[src/rtl/bus_pkg.sv]
// Shared definitions for the serial system bus: field widths, burst
// descriptor layout and the master transmit FSM encoding.
package bus_pkg;
    localparam int ADDR_WIDTH     = 12;
    localparam int DATA_WIDTH     = 8;
    localparam int BURST_WIDTH    = 13;
    localparam int BURST_EN       = 0;
    localparam int BURST_LEN_LSB  = 1;
    localparam int BURST_LEN_MSB  = BURST_WIDTH - 1;
    localparam int BEAT_CNT_WIDTH = BURST_LEN_MSB - BURST_LEN_LSB + 1;

    typedef enum logic [2:0] {
        ST_IDLE,
        ST_REQ,
        ST_SEND,
        ST_BURST_REQ,
        ST_BURST_SEND,
        ST_DONE
    } state_t;

    typedef struct packed {
        logic [ADDR_WIDTH-1:0] addr;
        logic                  write;
        logic                  read;
    } req_t;

    // Number of extra beats that follow the first one.
    function automatic logic [BEAT_CNT_WIDTH-1:0] burst_len(input logic [BURST_WIDTH-1:0] b);
        return b[BURST_LEN_MSB:BURST_LEN_LSB];
    endfunction
endpackage

[src/rtl/master_out_port_if.sv]
// Serial bus lines between the master output port and the slave input port.
interface master_out_port_if;
    import bus_pkg::*;

    logic                   master_valid;
    logic                   slave_ready;
    logic                   master_ready;
    logic                   tx_addr;
    logic                   tx_data;
    logic                   write_en;
    logic                   read_en;
    logic [BURST_WIDTH-1:0] burst;

    modport master (
        output master_valid, master_ready, tx_addr, tx_data, write_en, read_en, burst,
        input  slave_ready
    );

    modport slave (
        input  master_valid, master_ready, tx_addr, tx_data, write_en, read_en, burst,
        output slave_ready
    );
endinterface

[src/rtl/master_out_port_piso_shift.sv]
// Parallel-load, LSB-first serialiser. Bit 0 appears on q the cycle after load;
// once the last bit has been shown, further shifts drive q low.
module piso_shift #(
    parameter int WIDTH = 8
) (
    input  logic             clk,
    input  logic             reset,
    input  logic             load,
    input  logic             shift,
    input  logic [WIDTH-1:0] din,
    output logic             q,
    output logic             done
);
    localparam int CW = $clog2(WIDTH);

    logic [WIDTH-1:0] sr;
    logic [CW-1:0]    cnt;

    always_ff @(posedge clk) begin
        if (reset) begin
            sr  <= '0;
            cnt <= '0;
            q   <= 1'b0;
        end else if (load) begin
            q   <= din[0];
            sr  <= din >> 1;
            cnt <= CW'(WIDTH - 1);
        end else if (shift) begin
            if (cnt != '0) begin
                q   <= sr[0];
                sr  <= sr >> 1;
                cnt <= cnt - CW'(1);
            end else begin
                q   <= 1'b0;
            end
        end
    end

    // High while the final bit (or nothing) is on q.
    assign done = (cnt == '0);
endmodule

[src/rtl/master_out_port.sv]
// Master-side transmit port: handshakes each beat with the slave and serialises
// the address once and the write data per beat, LSB first.
module master_out_port
    import bus_pkg::*;
(
    input  logic                   clk,
    input  logic                   reset,
    input  logic                   start,
    input  logic [ADDR_WIDTH-1:0]  addr_in,
    input  logic [DATA_WIDTH-1:0]  data_in,
    input  logic [BURST_WIDTH-1:0] burst_in,
    input  logic                   write_in,
    input  logic                   read_in,
    input  logic                   rd_ready_in,
    output logic                   beat_ack,
    output logic                   busy,
    output logic                   done,
    master_out_port_if.master      bus
);
    state_t                    state, next;
    req_t                      req_q;
    logic [BURST_WIDTH-1:0]    burst_q;
    logic [BEAT_CNT_WIDTH-1:0] beat_cnt;
    logic                      master_ready_q;

    logic accept, hs, beat_inc, addr_shift, data_shift;
    logic addr_load, data_load, addr_done, data_done;

    always_ff @(posedge clk) begin
        if (reset) state <= ST_IDLE;
        else       state <= next;
    end

    always_comb begin
        next       = state;
        accept     = 1'b0;
        hs         = 1'b0;
        beat_inc   = 1'b0;
        addr_shift = 1'b0;
        data_shift = 1'b0;
        case (state)
            ST_IDLE: begin
                if (start && (write_in || read_in)) begin
                    accept = 1'b1;
                    next   = ST_REQ;
                end
            end
            ST_REQ: begin
                if (bus.slave_ready) begin
                    hs   = 1'b1;
                    next = ST_SEND;
                end
            end
            ST_SEND: begin
                addr_shift = 1'b1;
                data_shift = 1'b1;
                if (addr_done) begin
                    if (burst_q[BURST_EN] && req_q.write && (burst_len(burst_q) != '0))
                        next = ST_BURST_REQ;
                    else
                        next = ST_DONE;
                end
            end
            ST_BURST_REQ: begin
                if (bus.slave_ready) begin
                    hs       = 1'b1;
                    beat_inc = 1'b1;
                    next     = ST_BURST_SEND;
                end
            end
            ST_BURST_SEND: begin
                data_shift = 1'b1;
                // Count is compared before it could ever step past the length.
                if (data_done)
                    next = (beat_cnt == burst_len(burst_q)) ? ST_DONE : ST_BURST_REQ;
            end
            ST_DONE: next = ST_IDLE;
            default: next = ST_IDLE;
        endcase
    end

    assign addr_load = hs && (state == ST_REQ);
    assign data_load = hs && req_q.write;

    always_ff @(posedge clk) begin
        if (reset) begin
            req_q          <= '0;
            burst_q        <= '0;
            beat_cnt       <= '0;
            beat_ack       <= 1'b0;
            master_ready_q <= 1'b0;
        end else begin
            beat_ack       <= data_load;
            master_ready_q <= rd_ready_in;
            if (accept) begin
                req_q.addr  <= addr_in;
                req_q.write <= write_in;
                req_q.read  <= read_in & ~write_in;
                burst_q     <= burst_in;
                beat_cnt    <= '0;
            end else if (state == ST_DONE) begin
                req_q   <= '0;
                burst_q <= '0;
            end
            if (beat_inc) beat_cnt <= beat_cnt + BEAT_CNT_WIDTH'(1);
        end
    end

    piso_shift #(.WIDTH(ADDR_WIDTH)) u_addr_sh (
        .clk   (clk),
        .reset (reset),
        .load  (addr_load),
        .shift (addr_shift),
        .din   (req_q.addr),
        .q     (bus.tx_addr),
        .done  (addr_done)
    );

    piso_shift #(.WIDTH(DATA_WIDTH)) u_data_sh (
        .clk   (clk),
        .reset (reset),
        .load  (data_load),
        .shift (data_shift),
        .din   (data_in),
        .q     (bus.tx_data),
        .done  (data_done)
    );

    assign bus.master_valid = (state == ST_REQ) || (state == ST_BURST_REQ);
    assign bus.master_ready = master_ready_q;
    assign bus.write_en     = req_q.write;
    assign bus.read_en      = req_q.read;
    assign bus.burst        = burst_q;
    assign busy             = (state != ST_IDLE);
    assign done             = (state == ST_DONE);
endmodule

[src/flat_wrapper.sv]
// flat-port wrapper written by rule: the top's interface ports become plain ports
module master_out_port_flat import bus_pkg::*;
  (clk, reset, start, addr_in, data_in, burst_in, write_in, read_in, rd_ready_in, beat_ack, busy, done, bus_master_valid, bus_master_ready, bus_tx_addr, bus_tx_data, bus_write_en, bus_read_en, bus_burst, bus_slave_ready);
  master_out_port_if bus_i ();
  input  logic clk;
  input  logic reset;
  input  logic start;
  input  logic [ADDR_WIDTH-1:0] addr_in;
  input  logic [DATA_WIDTH-1:0] data_in;
  input  logic [BURST_WIDTH-1:0] burst_in;
  input  logic write_in;
  input  logic read_in;
  input  logic rd_ready_in;
  output logic beat_ack;
  output logic busy;
  output logic done;
  output wire logic [$bits(bus_i.master_valid)-1:0] bus_master_valid;
  output wire logic [$bits(bus_i.master_ready)-1:0] bus_master_ready;
  output wire logic [$bits(bus_i.tx_addr)-1:0] bus_tx_addr;
  output wire logic [$bits(bus_i.tx_data)-1:0] bus_tx_data;
  output wire logic [$bits(bus_i.write_en)-1:0] bus_write_en;
  output wire logic [$bits(bus_i.read_en)-1:0] bus_read_en;
  output wire logic [$bits(bus_i.burst)-1:0] bus_burst;
  input wire logic [$bits(bus_i.slave_ready)-1:0] bus_slave_ready;
  assign bus_master_valid = bus_i.master_valid;
  assign bus_master_ready = bus_i.master_ready;
  assign bus_tx_addr = bus_i.tx_addr;
  assign bus_tx_data = bus_i.tx_data;
  assign bus_write_en = bus_i.write_en;
  assign bus_read_en = bus_i.read_en;
  assign bus_burst = bus_i.burst;
  assign bus_i.slave_ready = bus_slave_ready;
  master_out_port u_core (.clk(clk), .reset(reset), .start(start), .addr_in(addr_in), .data_in(data_in), .burst_in(burst_in), .write_in(write_in), .read_in(read_in), .rd_ready_in(rd_ready_in), .beat_ack(beat_ack), .busy(busy), .done(done), .bus(bus_i));
endmodule
[config.mk]
export PLATFORM = sky130hd
export DESIGN_NAME = master_out_port_flat
export DESIGN_NICKNAME = d
export VERILOG_FILES = /design/src/rtl/bus_pkg.sv /design/src/rtl/master_out_port_if.sv /design/src/rtl/master_out_port_piso_shift.sv /design/src/rtl/master_out_port.sv /design/src/flat_wrapper.sv
export SDC_FILE = /design/constraint.sdc
export NUM_CORES = 1
export LEC_CHECK = 0
export CAP_MARGIN = 15
export CORE_MARGIN = 1
export CORE_UTILIZATION = 52
export CTS_CLUSTER_SIZE = 20
export DETAILED_ROUTE_END_ITERATION = 12
export PLACE_DENSITY = 0.8
export SYNTH_ARGS = -nofsm -noshare
export SYNTH_HDL_FRONTEND = slang
export SYNTH_SLANG_ARGS = --single-unit
[constraint.sdc]
create_clock -name clk -period 2.2 [get_ports clk]
set_input_delay 0.44 -clock clk [delete_from_list [all_inputs] [get_ports clk]]
set_output_delay 0.44 -clock clk [all_outputs]
set_load 0.05 [all_outputs]
==> results_dict.tcl <==
set metrics [dict create \
    outcome "complete, no violations" \
    syn_to_final_growth_pct 30.3 \
    r2r-end "u_core.state[1]$_SDFFE_PP0P_" \
    synth_fp_nets 436 \
    r2r_start "u_core.u_addr_sh.cnt[0]$_SDFFE_PP0P_" \
    reg2reg_setup_slack_ps 230 \
    clock-sinks 71 \
    clk_pin_slew_ps 90 \
    start_kind "flop" \
    drtIter0Drc 181 \
    leakagePower_nw 1.51 \
    gp_congestion 0.892 \
    io_buffers 61 \
    drc_errors 0 \
    netlist_area_sq_mm 0.00330 \
    grt-ovfl-total 0 \
    layout.cells.non_filler 534 \
    top_layer "met4" \
    final-hold-violation-count 0 \
    drtAntennaViolNets 0 \
    fin_setup_tns_ps 0 \
    reg2reg_depth 7 \
    cp_max_fo 13 \
    power.total_mw 3.41 \
    async_flop_share_pct 0 \
    row_count 28 \
    seq_area_frac_synth_pct 43.0 \
    fin_worst_skew_ps 14.7 \
    htreeDepth 3 \
    cts_root_buffer "clkbuf_8" \
    worstSkewPairLatency_ps 350 \
    slew_violations 0 \
    cts_resized 0 \
    dp_hpwl_mm 5.31 \
    drt-met1-wl_mm 3.53 \
    cts_tree "done" \
    diodes 0 \
    min_to "u_core.u_addr_sh.sr[1]$_SDFFE_PP0P_" \
    slew-limit-headroom_pct 57.5 \
    antenna_found_initial 0 \
    dpl.cell_count 517 \
    p_per_area_mw_per_mm2 792 \
    die-area_sq_mm 0.00667 \
    avgSynthCellArea_sq_um 8.44 \
    fillerInstances 486 \
    start_util_pct 54.8 \
    path_class "flop to primary output" \
    critPathLaunch "u_core.state[0]$_SDFFE_PP0P_" \
    die_h_um 81.7 \
    yosysWarnings 0 \
    final-setup-viol-count 0 \
    ctsHoldBuffers 0 \
    vias 3004 \
    cp.required_ps 1760 \
    min_path_type "flop to flop" \
    max_freq_ghz 0.483 \
    finalCritPeriodShare_pct 94.0 \
    hold_path.startpoint "u_core.u_addr_sh.sr[1]$_SDFFE_PP0P_" \
    arrival_ps 1630 \
    whs_ps 467 \
    synth-edff-count 0 \
    final_layout_size_suffix_gt1_share_pct 11.5 \
    synth-seq-cells 71 \
    drt_wl_total_mm 7.66 \
    worst_setup_path_end_kind "primary output" \
    finalNetCount 499 \
    drtPass1Iterations 4 \
    grt_pass1_vias 2698 \
    grt_pass1_wl_mm 12.5 \
    max_cap_violations 0 \
    tightest_slew_ps 637 \
    cts_inserted_buffers 9 \
    dieWidth_um 81.7 \
    io_pins 62 \
    syn-instance-count 391 \
    wire_per_inst_um 14.3 \
    holdPathStages 2 \
    core_area_sq_mm 0.00603 \
    ys_types 49 \
    synthFlopType "dfxtp_1" \
    grt_usage_pct 25.0 \
    peakVddDrop_v 0.000494 \
    wl_met2_mm 3.62 \
    vias_per_cell 5.63 \
    grt_max_degree 34 \
    wl_met3_um 358 \
    finalCriticalPeriod_ps 2070 \
    clk_path_buf_depth 2 \
    rsz0062_at_grt "no" \
    post_cts_buffers 0 \
]
cell families after synthesis:
group,Yosys count,synth area share (%)
xor+xnor,16,4.24
mux,16,4.89
compound gates,93,17.6
buf+inv,39,5.30
fa+ha+maj,5,1.89
simple gates,151,23.0
flops,71,43.0
flip-flops by register name, summed over array words and instances (netlist names):
signal                   flops
u_core.bus.burst            13
u_core.beat_ack              1
u_core.bus.write_en          1
u_core.state                 3
u_core.bus.read_en           1
u_core.u_data_sh.q           1
u_core.beat_cnt             12
u_core.u_data_sh.sr          7
u_core.u_data_sh.cnt         3
u_core.u_addr_sh.cnt         4
u_core.u_addr_sh.q           1
u_core.req_q                12
u_core.u_addr_sh.sr         11
u_core.bus.master_ready      1
Yosys cell counts (6+ instances only):
master    instances  share of area [%]
nand3_1          36                5.5
nor3_1            6               0.91
xnor2_1          15                4.0
inv_1            10                1.1
o21ai_0           7                1.1
dfxtp_1          71                 43
nor2_1           29                3.3
a21oi_1          48                7.3
mux2i_1          15                4.5
nand2_1          44                5.0
clkbuf_1         20                2.3
a211oi_1         17                3.9
stage by stage:
stage | setup WS (ps) | utilization [%] | instance area [sq um]
finish | 132 | 71.4 | 4300
global route | 22.7 | 71.4 | 4300
CTS | 79.8 | 71.2 | 4290
global placement | -5.52 | 67.4 | 4060
floorplan | 174 | - | 3300
detailed placement | -133 | 67.4 | 4060
layer usage:
layer,vias to the layer above,GRT usage [%]
met2,77,39.0
met1,1399,32.9
li1,1517,-
met3,11,5.33
met5,-,0
met4,0,11.8
worst max-delay path, cell delays in order (launching register included):
cell and delay [ps]:
dfxtp_1 640, buf_4 220, nand3_1 140, inv_1 140
buf_12 140
worst max-delay path by stage:
stage,to,cells after the start,slack [ps]
detailed placement,u_core.bus.read_en$_SDFFE_PP0P_,5,-130
global route,done,4,20
finish,done,4,130
CTS,u_core.bus.read_en$_SDFFE_PP0P_,5,80
global placement,u_core.bus.read_en$_SDFFE_PP0P_,5,-6
floorplan,done,5,170
cells in the final DEF, fill, tap and decap left out, types with 6 or more instances in the layout:
master | netlist | final
clkdlybuf4s50_1 | 0 | 57
nand2_1 | 44 | 44
o21ai_0 | 7 | 7
buf_4 | 2 | 17
clkbuf_8 | 0 | 9
inv_1 | 10 | 10
a211oi_1 | 17 | 17
nor3_1 | 6 | 6
mux2i_1 | 15 | 15
xnor2_1 | 15 | 15
nor2_1 | 29 | 29
nand3_1 | 36 | 36
a21oi_1 | 48 | 48
dfxtp_1 | 71 | 71
cell type report:
type                            instances  area (sq um)  area share, %
Multi-Input combinational cell        281          1710           39.6
Sequential cell                        71          1420           33.0
Timing Repair Buffer                   81           818           19.0
Clock buffer                            9           124           2.88
Clock inverter                          7           103           2.38
Tap cell                               75          93.8           2.18
Inverter                               10          37.5          0.872
where the power goes:
group,internal [mW],total (mW),leakage [nW],switching [mW]
logic,0.339,0.772,0.820,0.433
registers,1.37,1.45,0.577,0.0828
clock network,0.652,1.18,0.111,0.533
total,2.36,3.41,1.51,1.05
Power figures use the tool's default switching activity.
